**src/rtl/windowing_pkg.sv**
```systemverilog
// Shared widths and FSM state type for the windowing multiplier frame sequencer.
package windowing_pkg;

  localparam int DATA_W = 17;
  localparam int COEF_W = 4;
  localparam int PROD_W = 21;

  typedef enum logic [1:0] {
    IDLE  = 2'd0,
    RUN   = 2'd1,
    DRAIN = 2'd2
  } state_e;

endpackage

```
**src/rtl/windowing_ctrl_addr_gen.sv**
```systemverilog
// Sample index to coefficient ROM address mapping.
// WINCTRL_MIRROR_EN folds the second half of the frame onto a half-length ROM.
module windowing_ctrl_addr_gen #(
  parameter int N_SAMPLES = 256
) (
  input  logic [$clog2(N_SAMPLES)-1:0] index,
  output logic [$clog2(N_SAMPLES)-1:0] coef_addr
);

  localparam int AW = $clog2(N_SAMPLES);
  localparam logic [AW-1:0] HALF_IDX = AW'(N_SAMPLES / 2);
  localparam logic [AW-1:0] LAST_IDX = AW'(N_SAMPLES - 1);

  // Index to address mapping (identity or mirrored).
  always_comb begin
    coef_addr = index;
`ifdef WINCTRL_MIRROR_EN
    if (index >= HALF_IDX) begin
      coef_addr = LAST_IDX - index;
    end else begin
      coef_addr = index;
    end
`else
    if (index > LAST_IDX) begin
      coef_addr = LAST_IDX;
    end else begin
      coef_addr = index;
    end
`endif
  end

endmodule

```
**src/rtl/windowing_ctrl.sv**
```systemverilog
// Frame sequencer feeding the external windowing multiplier and tagging its products.
// Optional symmetric-window addressing via WINCTRL_MIRROR_EN (see windowing_ctrl_addr_gen).
module windowing_ctrl
  import windowing_pkg::*;
#(
  parameter int N_SAMPLES = 256
) (
  input  logic                          clk,
  input  logic                          rst,
  input  logic                          start,
  input  logic                          s_valid,
  output logic                          s_ready,
  input  logic [DATA_W-1:0]             s_data,
  output logic [$clog2(N_SAMPLES)-1:0]  coef_addr,
  input  logic [COEF_W-1:0]             coef_data,
  output logic                          win_enable,
  output logic [DATA_W-1:0]             win_in1,
  output logic [COEF_W-1:0]             win_in2,
  input  logic [PROD_W-1:0]             win_out,
  output logic                          m_valid,
  output logic [PROD_W-1:0]             m_data,
  output logic                          m_last,
  output logic                          busy,
  output logic                          frame_done
);

  localparam int AW = $clog2(N_SAMPLES);
  localparam logic [AW-1:0] LAST_IDX = AW'(N_SAMPLES - 1);

  state_e              state_q, state_d;
  logic [AW-1:0]       index_q, index_d;
  logic                drain_q, drain_d;
  logic                stage_vld_q, stage_vld_d;
  logic                stage_last_q, stage_last_d;
  logic [DATA_W-1:0]   win_in1_q, win_in1_d;
  logic [COEF_W-1:0]   coef_hold_q, coef_hold_d;
  logic                m_valid_q, m_valid_d;
  logic                m_last_q, m_last_d;
  logic                s_ready_q, s_ready_d;
  logic                busy_q, busy_d;
  logic                win_enable_q, win_enable_d;
  logic                frame_done_q, frame_done_d;
  logic                accept_s;
  logic                last_accept_s;

  windowing_ctrl_addr_gen #(.N_SAMPLES(N_SAMPLES)) u_addr_gen (
    .index     (index_q),
    .coef_addr (coef_addr)
  );

  assign accept_s      = s_valid & s_ready_q;
  assign last_accept_s = accept_s & (index_q == LAST_IDX);

  // Next-state, index and pipeline tag computation.
  always_comb begin
    state_d      = state_q;
    index_d      = index_q;
    drain_d      = drain_q;
    frame_done_d = 1'b0;
    case (state_q)
      IDLE: begin
        index_d = '0;
        drain_d = 1'b0;
        if (start) begin
          state_d = RUN;
        end else begin
          state_d = IDLE;
        end
      end
      RUN: begin
        if (last_accept_s) begin
          state_d = DRAIN;
          index_d = '0;
          drain_d = 1'b0;
        end else if (accept_s) begin
          index_d = index_q + AW'(1);
        end else begin
          index_d = index_q;
        end
      end
      DRAIN: begin
        // Two drain clocks cover the operand stage and the multiplier register.
        if (drain_q) begin
          state_d      = IDLE;
          drain_d      = 1'b0;
          frame_done_d = 1'b1;
        end else begin
          drain_d = 1'b1;
        end
      end
      default: begin
        state_d = IDLE;
        index_d = '0;
        drain_d = 1'b0;
      end
    endcase

    stage_vld_d  = accept_s;
    stage_last_d = last_accept_s;
    win_in1_d    = accept_s ? s_data : win_in1_q;
    coef_hold_d  = stage_vld_q ? coef_data : coef_hold_q;
    m_valid_d    = stage_vld_q;
    m_last_d     = stage_last_q;
    s_ready_d    = (state_d == RUN);
    busy_d       = (state_d != IDLE);
    win_enable_d = (state_d != IDLE);
  end

  // State and output registers.
  always_ff @(posedge clk) begin
    if (rst) begin
      state_q      <= IDLE;
      index_q      <= '0;
      drain_q      <= 1'b0;
      stage_vld_q  <= 1'b0;
      stage_last_q <= 1'b0;
      win_in1_q    <= '0;
      coef_hold_q  <= '0;
      m_valid_q    <= 1'b0;
      m_last_q     <= 1'b0;
      s_ready_q    <= 1'b0;
      busy_q       <= 1'b0;
      win_enable_q <= 1'b0;
      frame_done_q <= 1'b0;
    end else begin
      state_q      <= state_d;
      index_q      <= index_d;
      drain_q      <= drain_d;
      stage_vld_q  <= stage_vld_d;
      stage_last_q <= stage_last_d;
      win_in1_q    <= win_in1_d;
      coef_hold_q  <= coef_hold_d;
      m_valid_q    <= m_valid_d;
      m_last_q     <= m_last_d;
      s_ready_q    <= s_ready_d;
      busy_q       <= busy_d;
      win_enable_q <= win_enable_d;
      frame_done_q <= frame_done_d;
    end
  end

  // Coefficient is live from the ROM in the operand cycle, then held across bubbles.
  assign win_in2    = stage_vld_q ? coef_data : coef_hold_q;
  assign win_in1    = win_in1_q;
  assign win_enable = win_enable_q;
  assign s_ready    = s_ready_q;
  assign busy       = busy_q;
  assign m_valid    = m_valid_q;
  assign m_last     = m_last_q;
  assign m_data     = win_out;
  assign frame_done = frame_done_q;

endmodule
```
**config.mk**
```make
export PLATFORM = sky130hd
export DESIGN_NAME = windowing_ctrl
export DESIGN_NICKNAME = d
export VERILOG_FILES = /design/src/rtl/windowing_pkg.sv /design/src/rtl/windowing_ctrl_addr_gen.sv /design/src/rtl/windowing_ctrl.sv
export SDC_FILE = /design/constraint.sdc
export NUM_CORES = 1
export LEC_CHECK = 0
export ABC_AREA = 1
export CORE_UTILIZATION = 35
export CTS_CLUSTER_SIZE = 10
export DETAILED_ROUTE_END_ITERATION = 16
export GPL_ROUTABILITY_DRIVEN = 0
export PLACE_DENSITY = 0.84
export SYNTH_ARGS = -nofsm -noshare
export SYNTH_HDL_FRONTEND = slang
export SYNTH_HIERARCHICAL = 1
export SYNTH_SLANG_ARGS = --single-unit
```
**constraint.sdc**
```tcl
create_clock -name clk -period 2.82 [get_ports clk]
set_input_delay 0.564 -clock clk [delete_from_list [all_inputs] [get_ports clk]]
set_output_delay 0.564 -clock clk [all_outputs]
set_load 0.01 [all_outputs]
```
==> reports/results.tsv <==
metric	value	unit
status	finished clean	
Hold Crit Class	flip-flop to flip-flop	
DRC	0	
initial core utilization	36.7	%
Synth Instances	233	
routed length per instance	11.0	um
sequential share of the synthesized area	44.8	%
final setup margin	556	ps
clk root buf	clkbuf_8	
drt pass-1 iters	4	
Row Count	25	
worst setup path category	input pin to output port	
clk_lat worst skew	290	ps
Fin. Hold Viols	0	
Cell Chain, Critical Path	clkdlybuf4s50_1 -> nand2_1 -> nand2_1 -> clkdlybuf4s50_1	
Synth Net Count	280	
GRT Total Usage	14.8	%
maximum clock frequency	0.442	GHz
Yosys Warn Count	6	
Leak	0.837	nW
CTS Sinks	39	
final worst-path cycle share	80.3	%
Clk pin slew, worst setup/hold paths	70	ps
final setup violation count	0	
final core utilization	48.1	%
Die Wd	72.6	um
Peak VDD IR	0.000229	V
CTS H-tree depth	2	
Synth top area share	44.8	%
Mapped Area	0.00174	mm^2
Post-synth top flop	dfxtp_1	
max-slew violations	0	
initial antenna violation count	0	
count of cells resized by post-cts repair	0	
post-DP HPWL	2.71	mm
Synth area leaders	dfxtp_1 (45%), buf_4 (13%), nor2_1 (12%)	
Post-synth EDFFs	0	
DRT Wirelength	3.69	mm
setup TNS	0	ps
first-pass GRT wire length	6.00	mm
RSZ-0062 raised after global routing	no	
Initial DRC Count	96	
unique cell type count in the Yosys netlist	26	
largest net degree at the start of global routing	20	
Ant. Diodes	0	
pre-CTS setup slack	563	ps
dpl cells	326	
vias in the first global route	1386	
Reg2Reg Setup Slack	1410	ps
crit path capture type	output port	
Nets	313	
Critical Path RT	2260	ps
placed cell areas	0.00219	mm^2
overall die height	72.6	um
area grow syn2layout	31.2	%
R2R cell count	8	
FF+latch count, synth	39	
routed vias	1498	
Finished Layout Cells	334	
Clock Tree Buf Depth	2	
Clock Skew	6.82	ps
CTS tree	built	
PortBufs	59	
share of post-route cells with drive strength above 1	8.61	%
CP arrival	1700	ps
grt ovf	0	
Hold-fix buffers, CTS	0	
crit path time final	2260	ps
Worst Tran Pin Value	308	ps
cell accounting for the most synthesized area	dfxtp_1	
Max-Cap Viols	0	
most frequent cell after synthesis	nor2_1	
Post-synth ARST share	0	%
Via density	4.49	
Ports	102	
post-CTS setup buffer count	0	
crit-path max FO	2	
top post-synthesis cells by count	nor2_1 (54), dfxtp_1 (39), nand2_1 (35)	
CTS buffer count	5	
Crit-path slowest cell	clkdlybuf4s50_1	
relative slew slack	79.4	%
startpoint types	input pin	
syn avg cell area	7.48	um^2
Pwr per Cell Area	505	mW/mm^2
Cells on Worst Hold Path	2	
ANT nets after route	0	
Die Area	0.00527	mm^2
crit-path max cell delay	540	ps
core area	0.00475	mm^2
design area	0.00229	mm^2
==> per-layer routing <==
layer | vias up | routed length [um] | global-route usage, %
met5 | - | 0 | 0
met4 | 0 | 87 | 8.06
met3 | 8 | 250 | 4.44
met2 | 49 | 1870 | 25.9
met1 | 669 | 1480 | 15.9
li1 | 772 | - | -
==> worst max-delay path: cells and delay by family <==
family	cells	cell delay, ps
buffers and inverters	2	1000
and+or+nand+nor	2	150
==> power by group <==
| group | total, mW | internal, mW | switching (mW) |
|---|---|---|---|
| Combinational | 0.163 | 0.0894 | 0.0735 |
| Sequential | 0.585 | 0.573 | 0.0116 |
| Clock | 0.408 | 0.223 | 0.185 |
| Total | 1.16 | 0.886 | 0.270 |
==> flip-flops by register name, indices dropped and copies added (netlist names) <==
name / count
drain_q: 1
m_valid: 1
m_last_d: 1
m_last: 1
state_q: 2
s_ready: 1
frame_done: 1
index_q: 8
m_valid_d: 1
win_enable: 1
win_in1: 17
coef_hold_q: 4
==> metrics by stage <==
step	total power [mW]	hold WS [ps]
6_report	1.16	404
3_5_place_dp	0.761	398
2_1_floorplan	0.701	388
3_3_place_gp	0.758	395
4_1_cts	1.17	408
5_1_grt	1.21	431
==> worst paths after layout <==
kind	start	to
setup / recovery	coef_data[3]	win_in2[3]
hold / removal	m_last_d	m_last
setup reg to reg	index_q[1]	index_q[5]
hold reg to reg	m_last_d	m_last
==> final cells by class <==
type | instances | area (um^2)
Clock buffer | 8 | 100
Multi-Input combinational cell | 144 | 656
Timing Repair Buffer | 62 | 613
Fill cell | 481 | 2470
Sequential cell | 39 | 781
Inverter | 14 | 52.6
Tap cell | 67 | 83.8
==> placed cells by master, fill, tap and decap left out <==
cell type,n
clkinv_1,1
a21oi_2,1
nand3_2,1
nor2_2,1
o21ai_1,1
inv_2,2
clkdlybuf4s50_1,59
a21oi_1,12
nand3_1,4
nand2_1,35
xor2_1,1
o21bai_1,1
o21ai_0,19
dfxtp_1,39
buf_4,3
or2_2,1
clkbuf_8,7
nand4_1,4
inv_1,11
nand2_2,5
nor3_1,1
nor2_4,1
o21ai_2,1
ha_1,1
nor2_1,54
clkbuf_1,1
==> cells by family (layout without fill, tap and decap cells) <==
| group | count (synthesis) | in the layout | synth area share [%] |
|---|---|---|---|
| fa+ha+maj | 1 | 1 | 0.718 |
| flops | 39 | 39 | 44.8 |
| compound gates | 35 | 35 | 10.6 |
| buf+inv | 50 | 84 | 17.6 |
| simple gates | 107 | 107 | 25.8 |
| xor+xnor | 1 | 1 | 0.503 |
(Power assumes the default switching activity.)
